[config.mk]
export PLATFORM = sky130hd
export DESIGN_NAME = pe_operand_join
export DESIGN_NICKNAME = d
export VERILOG_FILES = /design/src/rtl/pe_operand_join.sv
export SDC_FILE = /design/constraint.sdc
export NUM_CORES = 1
export LEC_CHECK = 0
export BUFFER_PORTS_ARGS = -buffer_cell sky130_fd_sc_hd__buf_2
export CAP_MARGIN = 20
export CORE_MARGIN = 5
export CORE_UTILIZATION = 56
export CTS_BUF_LIST = sky130_fd_sc_hd__clkbuf_8
export DETAILED_ROUTE_END_ITERATION = 10
export GPL_TIMING_DRIVEN = 0
export PLACE_DENSITY = 0.91
export SLEW_MARGIN = 20
export SYNTH_ARGS = -nofsm -noshare
export SYNTH_HDL_FRONTEND = slang
export SYNTH_SLANG_ARGS = --single-unit
[constraint.sdc]
create_clock -name clk_i -period 2.2 [get_ports clk_i]
set_clock_uncertainty 0.05 [all_clocks]
set_input_delay 0.11 -clock clk_i [delete_from_list [all_inputs] [get_ports clk_i]]
set_output_delay 0.11 -clock clk_i [all_outputs]
set_load 0.05 [all_outputs]
[src/rtl/pe_operand_join.sv]
// Buffers A/B operand streams in FIFOs and joins them into one FU operand pair; on loopback a registered FU result replaces A.
// Latency: push-to-head 1 cycle, no bypass; backpressure: x_ready_o low only while that FIFO is full (registered count).
module pe_operand_join #(
  parameter int N_BITS     = 32,
  parameter int FIFO_DEPTH = 2
) (
  input  logic                          clk_i,
  input  logic                          rst_n_i,
  input  logic                          flush_i,
  input  logic [1:0]                    ops_mask_i,
  input  logic [N_BITS-1:0]             a_data_i,
  input  logic                          a_valid_i,
  output logic                          a_ready_o,
  input  logic [N_BITS-1:0]             b_data_i,
  input  logic                          b_valid_i,
  output logic                          b_ready_o,
  input  logic                          acc_loopback_i,
  input  logic [N_BITS-1:0]             fu_res_i,
  input  logic                          pea_ready_i,
  output logic [N_BITS-1:0]             a_o,
  output logic [N_BITS-1:0]             b_o,
  output logic                          ops_valid_o,
  output logic [$clog2(FIFO_DEPTH):0]   a_count_o,
  output logic [$clog2(FIFO_DEPTH):0]   b_count_o
);

  localparam int PW = $clog2(FIFO_DEPTH);
  localparam int CW = PW + 1;

  logic              need_a;
  logic              need_b;
  logic              fire;
  logic [1:0]        in_vld;
  logic [1:0]        pop_req;
  logic [1:0]        fifo_rdy;
  logic [N_BITS-1:0] in_dat [2];
  logic [N_BITS-1:0] head   [2];
  logic [CW-1:0]     cnt    [2];
  logic [N_BITS-1:0] acc_q;
  logic [N_BITS-1:0] acc_d;

  assign need_a = ops_mask_i[0] && !acc_loopback_i;
  assign need_b = ops_mask_i[1];

  assign ops_valid_o = (need_a || need_b || acc_loopback_i)
                    && (!need_a || (cnt[0] != '0))
                    && (!need_b || (cnt[1] != '0));
  assign fire = ops_valid_o && pea_ready_i;

  assign in_vld    = {b_valid_i, a_valid_i};
  assign in_dat[0] = a_data_i;
  assign in_dat[1] = b_data_i;
  assign pop_req   = {fire && need_b, fire && need_a};

  assign a_ready_o = fifo_rdy[0];
  assign b_ready_o = fifo_rdy[1];
  assign a_count_o = cnt[0];
  assign b_count_o = cnt[1];

  assign a_o = acc_loopback_i ? acc_q : (need_a ? head[0] : '0);
  assign b_o = need_b ? head[1] : '0;

  // Index 0 is the A stream, index 1 the B stream.
  for (genvar s = 0; s < 2; s++) begin : g_fifo
    logic [N_BITS-1:0] mem_q [FIFO_DEPTH];
    logic [PW-1:0]     wr_ptr_q;
    logic [PW-1:0]     wr_ptr_d;
    logic [PW-1:0]     rd_ptr_q;
    logic [PW-1:0]     rd_ptr_d;
    logic [CW-1:0]     cnt_q;
    logic [CW-1:0]     cnt_d;
    logic              do_push;
    logic              do_pop;

    assign fifo_rdy[s] = (cnt_q != CW'(FIFO_DEPTH));
    assign do_push     = in_vld[s] && fifo_rdy[s] && !flush_i;
    assign do_pop      = pop_req[s] && !flush_i;
    assign head[s]     = mem_q[rd_ptr_q];
    assign cnt[s]      = cnt_q;

    always_comb begin
      wr_ptr_d = wr_ptr_q;
      rd_ptr_d = rd_ptr_q;
      cnt_d    = cnt_q;
      if (flush_i) begin
        wr_ptr_d = '0;
        rd_ptr_d = '0;
        cnt_d    = '0;
      end else begin
        if (do_push) wr_ptr_d = wr_ptr_q + 1'b1;
        if (do_pop)  rd_ptr_d = rd_ptr_q + 1'b1;
        if (do_push && !do_pop)      cnt_d = cnt_q + 1'b1;
        else if (do_pop && !do_push) cnt_d = cnt_q - 1'b1;
      end
    end

    always_ff @(posedge clk_i or negedge rst_n_i) begin
      if (!rst_n_i) begin
        wr_ptr_q <= '0;
        rd_ptr_q <= '0;
        cnt_q    <= '0;
        for (int i = 0; i < FIFO_DEPTH; i++) mem_q[i] <= '0;
      end else begin
        wr_ptr_q <= wr_ptr_d;
        rd_ptr_q <= rd_ptr_d;
        cnt_q    <= cnt_d;
        if (do_push) mem_q[wr_ptr_q] <= in_dat[s];
      end
    end
  end

  // Registered FU result keeps the res->a path out of a combinational loop.
  always_comb begin
    acc_d = acc_q;
    if (flush_i)   acc_d = '0;
    else if (fire) acc_d = fu_res_i;
  end

  always_ff @(posedge clk_i or negedge rst_n_i) begin
    if (!rst_n_i) acc_q <= '0;
    else          acc_q <= acc_d;
  end

endmodule
Yosys cells after proc, flatten, opt, wreduce, memory -nomap -nowiden
Cells that the tools add are included.
- register bits: 168
- word-level logic and storage cells: 101
- add/subtract/negate cells: 8
- magnitude comparators: 6
- eq/ne operators: 2
- mux-type cells: 31
- bitwise logic cells: 4
- reductions and logical operators: 39
- operators with widths (kind ; count):
    two-way mux 32 bit ; 13
    bitwise mux 64 bit ; 2
    demux 32 bit (select 1 bit) ; 2
    logical AND 1 bit ; 18
    nonzero test 2 bit ; 7
    two-way mux 2 bit ; 6
    greater-or-equal comparator 2 bit (second input constant) ; 4
    logical NOT 1 bit ; 8
    two-way mux 1 bit ; 8
    inverter 1 -> 2 bit ; 4
    nonzero test 3 bit ; 2
    adder 1 bit (second input constant) ; 4
    adder 2 x 1 -> 2 bit (second input constant) ; 2
    logical OR 1 bit ; 4
    less-than comparator 2 x 1 -> 1 bit (second input constant) ; 2
    != test 2 bit (second input constant) ; 2
    subtractor 2 x 1 -> 2 bit (second input constant) ; 2

Longest topological paths before layout
Gate-level depths: netlist of the first run.
- depth after elaboration: 13
- mapped depth: 6
- mapped depth without buffers: 4

Worst setup path before layout of the first run
OpenSTA, ideal clock, no wires.
- path type: reg-to-output
- start point: register g_fifo[0].rd_ptr_q
- end point: output a_o[10]
- arrival time: 2036 ps
- required time: 2040 ps
- setup slack: 4 ps
- stages on the path, launching flop included: 5
- cell sequence: dfrtp_1 -> clkbuf_1 -> buf_2 -> mux2i_1 -> o21ai_0
- longest elaborated chain between the ends: 6
- RTL lines (what ; line ; source):
    start: declaration ; 68 ; logic [PW-1:0] rd_ptr_q;
    start signal: assignment ; 105 ; rd_ptr_q <= rd_ptr_d;
    inverter 1 -> 2 bit (implied by the code) ; 78 ; assign head[s] = mem_q[rd_ptr_q];
    two-way mux 32 bit (implied by the code) (3 in series) ; 78 ;
    two-way mux 32 bit (2 in series) ; 60 ; assign a_o = acc_loopback_i ? acc_q : (need_a ? head[0] : '0);
    end: declaration ; 20 ; output logic [N_BITS-1:0] a_o,
Every way passes these cells. The select of a mux whose other input is x is not followed.

Final worst setup path of the first run
- start point: register g_fifo[1].rd_ptr_q
- end point: output b_o[27]
- longest elaborated chain between the ends: 5
- RTL lines (what ; line ; source):
    start: declaration ; 68 ;
    start signal: assignment ; 105 ;
    inverter 1 -> 2 bit (implied by the code) ; 78 ;
    two-way mux 32 bit (implied by the code) (3 in series) ; 78 ;
    two-way mux 32 bit ; 61 ; assign b_o = need_b ? head[1] : '0;
    end: declaration ; 21 ; output logic [N_BITS-1:0] b_o,
Every way passes these cells. The select of a mux whose other input is x is not followed.

==> flow_summary.json, run 1 <==
{
  "status": "completed",
  "clk_path_buf_depth": 2,
  "cp_slowest_stage_delay_ns": 0.32,
  "core_area_sq_um": 13900,
  "worst-path-buf-inv": 3,
  "layout.cells.non_filler": 1130,
  "avgSynthCellArea_sq_um": 12.4,
  "holdWs_ns": 0.0396,
  "fin_crit_ns": 2.01,
  "wl_per_cell_microns": 18.9,
  "worst_ep_required_time_ns": 2.04,
  "gp_congestion": 0.840,
  "dr.first_iter.drc_count": 317,
  "grt_pass1_vias": 6611,
  "p_int_uw": 6020,
  "maxCapViolCount": 0,
  "hold_viol_final": 0,
  "slowest_stage": "dfrtp_1",
  "synth_xor_area_share_pct": 0.219,
  "regToRegEndpoint": "acc_q[5]$_DFFE_PN0P_",
  "tns_ns": 0,
  "synthFlopType": "dfrtp_1",
  "routed_via_density": 5.43,
  "antenna_found_initial": 2,
  "drive_above_1_share_pct": 38.3,
  "cp_max_fo": 10,
  "switchingPower_uw": 2920,
  "cts_buffers": 17,
  "clkPwrFrac_pct": 24.2,
  "cts_setup_buffers": 0,
  "regArea_sq_um": 4210,
  "insertion_delay_ns": 0.45,
  "grt_max_degree": 103,
  "seq_power_share_pct": 47.3,
  "cts_root_buf": "clkbuf_8",
  "yosysWarningCount": 0,
  "synth_top_area_cell": "dfrtp_1",
  "numPortBuffers": 174,
  "num_vias": 6131,
  "fmax_mhz": 497,
  "wl_microns": 21400,
  "p_per_area_nw_per_um2": 849,
  "slew_violations": 0,
  "clkSinkCount": 168,
  "synth_top_area_share_pct": 52.5,
  "rows": 43,
  "synthToLayoutAreaGrowth_pct": 31.4,
  "grt_pass1_wl_microns": 34100,
  "tightest_slew_ns": 0.642,
  "syn_inst": 646,
  "cp.arrival_ns": 1.85,
  "max_slew_margin_pct": 56.9,
  "yosys.area_share.simple_pct": 10.4,
  "grt_overflow": 0,
  "ant_nets": 0,
  "combPwrFrac_pct": 28.5,
  "ys_top_cells_by_area": "dfrtp_1 (53%), mux2_2 (17%), mux2i_1 (12%)",
  "timing.final.crit_share_pct": 91.5,
  "cp-start-kind": "flop",
  "holdCritStartpoint": "flush_i",
  "hp-class": "input pin to flop",
  "initial_core_util_pct": 57.5,
  "async_flop_share_pct": 100,
  "synth.distinct_cells": 39,
  "dp_cells": 1001,
  "yosysMostFrequentCell": "dfrtp_1",
  "h-tree-depth": 4,
  "yosysSeqAreaShare_pct": 52.5,
  "dp_hpwl_microns": 13300,
  "critical-path-top-delay-family": "buffers and inverters",
  "synth_seq_cells": 168,
  "synthMuxAreaShare_pct": 30.3,
  "synthTopCellsByCount": "dfrtp_1 (168), mux2_2 (121), nand2_1 (99), mux2i_1 (97), o21ai_0 (36)",
  "crit_chain": "clkbuf_2 > buf_4 > mux2i_1 > nor2b_1 > buf_2",
  "reg2regPathDepth": 4,
  "grt_use_total_pct": 26.1,
  "synth_edf_count": 0,
  "hold_end": "g_fifo[1].mem_q[33]$_DFFE_PN0P_",
  "setup_viol": 0,
  "r2r_slack_ns": 0.30,
  "synth_fa_ha_area_share_pct": 0,
  "cts_tree": "done",
  "cts.clk_slew.worst_paths_ns": 0.08,
  "fin_nets": 1042,
  "peakVddDrop_mv": 0.546,
  "rsz0062_at_grt": "false",
  "whs_path_depth": 3,
  "syn-cell-area_sq_um": 8010,
  "setup.worst_path.class": "flop to output pin",
  "dr.pass1.iters": 4,
  "synth_top_family_by_area": "multiplexers",
  "dieWidth_microns": 130,
  "switching_share_pct": 32.6,
  "synth_compound_area_share_pct": 3.27,
  "die_h_microns": 130,
  "ios": 176,
  "drc_errors": 0,
  "fill_cells": 869,
  "synthesis.nets": 751,
  "multi_input_area_sq_um": 3540,
  "die-area_sq_um": 16800,
  "reg2reg_from": "b_count_o[0]$_DFFE_PN0P_",
  "leakage_uw": 0.00475,
  "cp-end-kind": "output pin"
}
==> placed cells by master (no fill, tap or decap), types with 3 or more instances in the layout <==
master           n
clkbuf_8        20
nor2b_1         34
buf_6            6
a21oi_1          3
mux2i_1         97
inv_2            3
o21ai_0         35
clkbuf_1        15
or3_1            3
buf_4           15
mux2_2         121
nand2_1         99
dfrtp_1        167
dlygate4sd3_1   98
inv_1            7
buf_2          175
mux2_1           8
nor4_4           3
==> flip-flops by register name, summed over array words and instances (netlist names) <==
| signal | cells |
|---|---|
| g_fifo.mem_q | 128 |
| acc_q | 32 |
| a_count_o | 2 |
| b_count_o | 2 |
| g_fifo.rd_ptr_q | 2 |
| g_fifo.wr_ptr_q | 2 |
==> cells by family (layout without fill, tap and decap cells) <==
logic type | count (synthesis) | after routing
AOI/OAI and AO/OA | 47 | 47
xor gates and xnor gates | 2 | 2
buffers and inverters | 47 | 350
DFF | 168 | 168
muxes | 226 | 226
other | 0 | 1
and+or+nand+nor | 156 | 156
==> worst max-delay path by stage <==
stage | slack, ns | cells after the start | to | from
floorplan | 0.004 | 4 | a_o[10] | g_fifo[0].rd_ptr_q$_DFFE_PN0P_
global placement | -1.56 | 1 | g_fifo[0].mem_q[50]$_DFFE_PN0P_ | rst_n_i
detailed placement | 0.32 | 5 | a_o[9] | g_fifo[0].rd_ptr_q$_DFFE_PN0P_
CTS | 0.05 | 4 | a_o[9] | g_fifo[0].rd_ptr_q$_DFFE_PN0P_
global route | 0.04 | 3 | ops_valid_o | a_count_o[0]$_DFFE_PN0P_
finish | 0.19 | 5 | b_o[27] | g_fifo[1].rd_ptr_q$_DFFE_PN0P_
==> through the flow <==
stage               setup slack, ns  power [uW]  area [sq um]  utilization (%)
floorplan                   0.00416        5950          8010                -
global placement              -1.56        6510          9100             65.3
detailed placement            0.322        6650          9140             65.6
CTS                          0.0486        8910         10500             75.5
global route                 0.0355        9390         10500             75.5
finish                        0.187        8930         10500             75.5
==> power by group through the flow <==
stage / registers [uW] / clock network [uW] / logic (uW)
final: 4220 / 2160 / 2550
after detailed placement: 4260 / 0 / 2390
after CTS: 4200 / 2180 / 2520
after floorplan: 4160 / 0 / 1780
after global routing: 4320 / 2340 / 2730
after global placement: 4200 / 0 / 2300
==> worst reg2reg max path, cell delays in order (launching register included) <==
cell and delay [ns]:
dfrtp_1 0.49, nor3b_2 0.14, nor4_4 0.61, buf_6 0.26
mux2i_1 0.26
==> timing repair <==
item | CTS | global route
hold buffers | 98 | 0
endpoints found under the setup margin | 58 | 6
endpoints found under the hold margin | 227 | 0
resized for setup | 7 | 3
==> layer usage <==
layer / up-vias / part of all wire, % / GRT usage [%]
met5: - / 0.033 / 0
met4: 2 / 2.8 / 10.5
met3: 56 / 7.0 / 6.72
met2: 253 / 50 / 44.2
met1: 2996 / 40 / 32.1
li1: 2824 / - / -
==> area by class of cell <==
class | count | share of cell area [%]
diodes | 1 | 0.0238
plain buffers | 40 | 2.44
clock buffers | 20 | 2.62
clock inverters | 11 | 1.03
inverters | 6 | 0.214
multi-input cells | 431 | 33.6
flip-flops and latches | 168 | 40.0
well taps | 180 | 2.14
repair buffers | 273 | 18.0
Note: power is estimated with default switching activity, not from simulation.
==> run 2, diff against run 1 <==
Settings changed: RECOVER_POWER from default to 100.
Clock period 2.2 ns to 2.3 ns, I/O delays scaled along.
==> run 2 against run 1 <==
The flow now finishes with violations (max-capacitance violations, max-slew violations). Critical path depth decreased by 1. Design area shrank 0.87%. Die area stayed put. Global-route usage barely moved. Highest routed layer unchanged.
==> flow_summary.json, run 2 (same netlist as run 1, synthesis figures left out) <==
{
  "clk_path_buf_depth": 2,
  "top_layer_used": "met5",
  "fin_nets": 1042,
  "regToRegEndpoint": "acc_q[5]$_DFFE_PN0P_",
  "dr.pass1.iters": 6,
  "status": "finished with violations",
  "holdCritStartpoint": "flush_i",
  "numPortBuffers": 174,
  "routed_via_density": 5.45,
  "hold_end": "g_fifo[1].mem_q[33]$_DFFE_PN0P_",
  "drive_above_1_share_pct": 36.2,
  "multi_input_area_sq_um": 3480,
  "cp-start-kind": "flop",
  "die-area_sq_um": 16800,
  "utilization_pct": 74.9,
  "fmax_mhz": 466,
  "die_h_microns": 130,
  "synthToLayoutAreaGrowth_pct": 30.3,
  "h-tree-depth": 4,
  "cp_max_fo": 10,
  "cts_tree": "done",
  "fin_area_sq_um": 10400,
  "top_register": "g_fifo.mem_q",
  "peakVddDrop_mv": 0.519,
  "r2r_slack_ns": 0.17,
  "num_vias": 6157,
  "grt_overflow": 0,
  "dr_wl_met2_microns": 10900,
  "cp.arrival_ns": 1.98,
  "tightest_slew_ns": 1.68,
  "failed_checks": "max-capacitance violations, max-slew violations",
  "gp_congestion": 0.840,
  "cts_buffers": 17,
  "maxCapViolCount": 1,
  "grt_pass1_vias": 6618,
  "final_cell_mix": "dfrtp_1 (168), mux2_2 (120), buf_2 (112)",
  "cts.clk_slew.worst_paths_ns": 0.09,
  "leakage_uw": 0.00467,
  "cts_setup_buffers": 0,
  "setup_viol": 0,
  "dpl_cell_area_sq_um": 9140,
  "wl_microns": 21400,
  "antenna_found_initial": 2,
  "regArea_sq_um": 4200,
  "p_per_area_nw_per_um2": 817,
  "fill_cells": 886,
  "largest_register_ffs": 128,
  "ios": 176,
  "final_common_cell": "dfrtp_1",
  "fin_crit_ns": 2.15,
  "insertion_delay_ns": 0.45,
  "layout.cells.non_filler": 1130,
  "core_area_sq_um": 13900,
  "worst_ep_required_time_ns": 2.13,
  "reg2regPathDepth": 4,
  "initial_core_util_pct": 57.5,
  "top_regs": "g_fifo.mem_q x128, acc_q x32",
  "hp-class": "input pin to flop",
  "tns_ns": 0,
  "grt_pass1_wl_microns": 34100,
  "timing.final.crit_share_pct": 93.4,
  "grt_max_degree": 103,
  "wl_met1_microns": 8500,
  "dieWidth_microns": 130,
  "dp_hpwl_microns": 13300,
  "wl_met3_microns": 1460,
  "setup.worst_path.class": "flop to output pin",
  "place_ws_ns": 0.417,
  "rsz0062_at_grt": "false",
  "clkSinkCount": 168,
  "cts_root_buf": "clkbuf_8",
  "grt_use_total_pct": 26.1,
  "cp-end-kind": "output pin",
  "whs_path_depth": 3,
  "reg2reg_from": "b_count_o[0]$_DFFE_PN0P_",
  "rows": 43,
  "drc_errors": 0,
  "ant_nets": 0,
  "dp_cells": 1001,
  "worst_slack_ns": 0.152,
  "slew_violations": 67,
  "wl_per_cell_microns": 19.0,
  "hold_viol_final": 0,
  "max_slew_margin_pct": -12.3,
  "dr.first_iter.drc_count": 320
}
-- run 2: stage by stage --
stage	hold WS [ns]	power, uW
2_1_floorplan	-0.231	5690
3_3_place_gp	0.298	6220
3_5_place_dp	0.0458	6360
4_1_cts	0.0114	8520
5_1_grt	0.0317	8950
6_report	0.0388	8530
-- run 2: where the power goes --
part           switching, uW  total (uW)  internal, uW  leakage, uW
registers                389        4040          3650      0.00206
clock network           1050        2070          1030     0.000206
logic                   1360        2410          1060      0.00240
-- run 2: critical path, cell delays in order (launching register included) --
cell and delay (ns):
dfrtp_1 0.56, clkbuf_2 0.39, mux2i_1 0.14, nor2b_1 0.14, clkbuf_2 0.29
-- run 2: routing by layer --
metal / GRT usage, % / vias to the layer above
met4: 10.2 / 2
met2: 44.3 / 253
li1: - / 2833
met5: 0 / -
met3: 6.68 / 55
met1: 32.0 / 3014
-- run 2: final cells by class --
cell class | count | share of cell area [%]
diodes | 1 | 0.0240
plain buffers | 40 | 2.34
clock buffers | 20 | 2.64
clock inverters | 11 | 1.04
inverters | 6 | 0.216
multi-input cells | 431 | 33.4
flip-flops and latches | 168 | 40.3
well taps | 180 | 2.16
repair buffers | 273 | 17.9
-- run 2: how the worst max path moves through the flow --
| stage | cells past startpoint | slack [ns] | to | from |
|---|---|---|---|---|
| 5_1_grt | 4 | 0.05 | acc_q[5]$_DFFE_PN0P_ | b_count_o[0]$_DFFE_PN0P_ |
| 2_1_floorplan | 4 | 0.1 | a_o[10] | g_fifo[0].rd_ptr_q$_DFFE_PN0P_ |
| 4_1_cts | 5 | 0.001 | b_o[23] | g_fifo[1].rd_ptr_q$_DFFE_PN0P_ |
| 3_3_place_gp | 1 | -1.46 | g_fifo[0].mem_q[50]$_DFFE_PN0P_ | rst_n_i |
| 6_report | 4 | 0.15 | b_o[15] | g_fifo[1].rd_ptr_q$_DFFE_PN0P_ |
| 3_5_place_dp | 5 | 0.42 | a_o[9] | g_fifo[0].rd_ptr_q$_DFFE_PN0P_ |
-- run 2: repair_timing --
item                                   4_1_cts  5_1_grt
hold buffers                                98        0
endpoints found under the hold margin      227        0
resized for setup                            6        3
gates cloned                                 0        0
pin swaps                                    0        0
setup endpoints to repair                   21       10
==> run 3, diff against run 2 <==
Settings changed: RECOVER_POWER 100 to default.
==> run 3 against run 2 <==
The run now ends clean. Flip-flop and latch count is the same. Register-to-register slack improved by 0.25 ns. First-iteration DRC count down 4.7%. Hold slack improved by 0.0015 ns. Fmax increased by 1.7%. Sequential power is essentially flat. Design area increased by 0.86%. Routed wire length decreased by 0.23%. Combinational power hardly changed. Global-route usage did not move. Power grew 0.22%. Sequential share of layout area down 0.34 points. Critical endpoint is now a_o[5]. Largest cell class unchanged. Largest power group unchanged. Highest routed layer unchanged.
==> flow_summary.json, run 3 (same netlist as run 1, synthesis figures left out) <==
{
  "status": "completed",
  "cts_buffers": 17,
  "cp_slowest_stage_delay_ns": 0.37,
  "hp-class": "input pin to flop",
  "fin_nets": 1042,
  "die_h_microns": 130,
  "worst_ep_required_time_ns": 2.13,
  "switchingPower_uw": 2790,
  "clkPwrFrac_pct": 24.2,
  "cts_tree": "done",
  "grt_use_total_pct": 26.1,
  "dpl_cell_area_sq_um": 9140,
  "dr.first_iter.drc_count": 305,
  "final_common_cell": "buf_2",
  "peakVddDrop_mv": 0.515,
  "numPortBuffers": 174,
  "cp_max_fo": 10,
  "top_regs": "g_fifo.mem_q x128, acc_q x32",
  "rsz0062_at_grt": "false",
  "synthToLayoutAreaGrowth_pct": 31.4,
  "grt_pass1_vias": 6618,
  "dr.pass1.iters": 5,
  "crit_chain": "clkbuf_2 > buf_4 > mux2i_1 > o21ai_0 > buf_2",
  "dieWidth_microns": 130,
  "cts.clk_slew.worst_paths_ns": 0.09,
  "p_per_area_nw_per_um2": 812,
  "h-tree-depth": 4,
  "hold_viol_final": 0,
  "holdWs_ns": 0.0404,
  "fin_crit_ns": 2.11,
  "max_slew_margin_pct": 57.7,
  "tightest_slew_ns": 0.629,
  "largest_register_ffs": 128,
  "cts_setup_buffers": 0,
  "grt_max_degree": 103,
  "wl_per_cell_microns": 18.9,
  "setup_viol": 0,
  "slowest_stage": "dfrtp_1",
  "cp.arrival_ns": 1.95,
  "drc_errors": 0,
  "clk_path_buf_depth": 2,
  "leakage_uw": 0.00475,
  "tns_ns": 0,
  "insertion_delay_ns": 0.45,
  "clkSinkCount": 168,
  "wl_microns": 21400,
  "ant_nets": 0,
  "gp_congestion": 0.840,
  "fmax_mhz": 474,
  "drive_above_1_share_pct": 38.1,
  "num_vias": 6134,
  "cp-start-kind": "flop",
  "cts_root_buf": "clkbuf_8",
  "timing.final.crit_share_pct": 91.8,
  "top_register": "g_fifo.mem_q",
  "initial_core_util_pct": 57.5,
  "cp-end-kind": "output pin",
  "setup.worst_path.class": "flop to output pin",
  "die-area_sq_um": 16800,
  "combPwrFrac_pct": 28.5,
  "grt_pass1_wl_microns": 34100,
  "switching_share_pct": 32.7,
  "antenna_found_initial": 2,
  "grt_overflow": 0,
  "core_area_sq_um": 13900,
  "ios": 176,
  "fin_area_sq_um": 10500,
  "seq_power_share_pct": 47.3,
  "dp_hpwl_microns": 13300,
  "rows": 43,
  "final_cell_mix": "buf_2 (175), dfrtp_1 (168), mux2_2 (121)",
  "slew_violations": 0,
  "p_int_uw": 5750,
  "routed_via_density": 5.43,
  "maxCapViolCount": 0
}
[run 3: power groups by stage]
stage	logic, uW	registers, uW	clock network [uW]
after floorplan	1710	3980	0
after global placement	2200	4020	0
after detailed placement	2280	4070	0
after CTS	2420	4010	2090
after global routing	2610	4130	2230
final	2440	4040	2070
[run 3: per-layer routing]
layer / vias up / part of all wire, % / GRT usage, %
li1: 2824 / - / -
met1: 3011 / 40 / 32.0
met2: 244 / 51 / 44.3
met3: 53 / 7.1 / 6.68
met4: 2 / 2.6 / 10.2
met5: - / 0.033 / 0
[run 3: final cells by class]
type                    count  area (sq um)
flip-flops and latches    168          4200
multi-input cells         431          3540
fillers                   870          3410
repair buffers            273          1890
clock buffers              20           275
plain buffers              40           256
well taps                 180           225
clock inverters            11           109
inverters                   6          22.5
diodes                      1          2.50
[run 3: per-stage QoR]
stage                     power (uW)  utilization (%)  setup WS [ns]  std cells
after global routing            8980             75.5         0.0977       1130
after floorplan                 5690                -         0.0992        646
after CTS                       8520             75.5        0.00106       1130
final                           8550             75.5          0.189       1130
after global placement          6220             65.3          -1.46       1000
after detailed placement        6360             65.6          0.417       1001
[run 3: timing repair]
action | in CTS | in global routing
hold buffers | 98 | 0
gates resized for setup | 6 | 3
hold endpoints to repair | 227 | 0
setup endpoints to repair | 21 | 10
gates cloned | 0 | 0
[run 3: final timing paths]
kind	start	end	slack [ns]	cells after the start
max	g_fifo[0].rd_ptr_q$_DFFE_PN0P_	a_o[5]	0.19	5
min	flush_i	g_fifo[1].mem_q[33]$_DFFE_PN0P_	0.04	3
min in group asynchronous	rst_n_i	g_fifo[1].mem_q[14]$_DFFE_PN0P_	0.14	2
max reg2reg	b_count_o[0]$_DFFE_PN0P_	acc_q[5]$_DFFE_PN0P_	0.42	4
max in group asynchronous	rst_n_i	g_fifo[0].mem_q[55]$_DFFE_PN0P_	1.18	3
min reg2reg	g_fifo[1].mem_q[38]$_DFFE_PN0P_	g_fifo[1].mem_q[38]$_DFFE_PN0P_	0.44	1
[run 3: critical path: cells and delay by family (launching register included)]
family | cells | cell delay (ns)
AO/OA/AOI/OAI | 1 | 0.25
buffers and inverters | 3 | 0.73
flip-flops | 1 | 0.37
multiplexers | 1 | 0.13
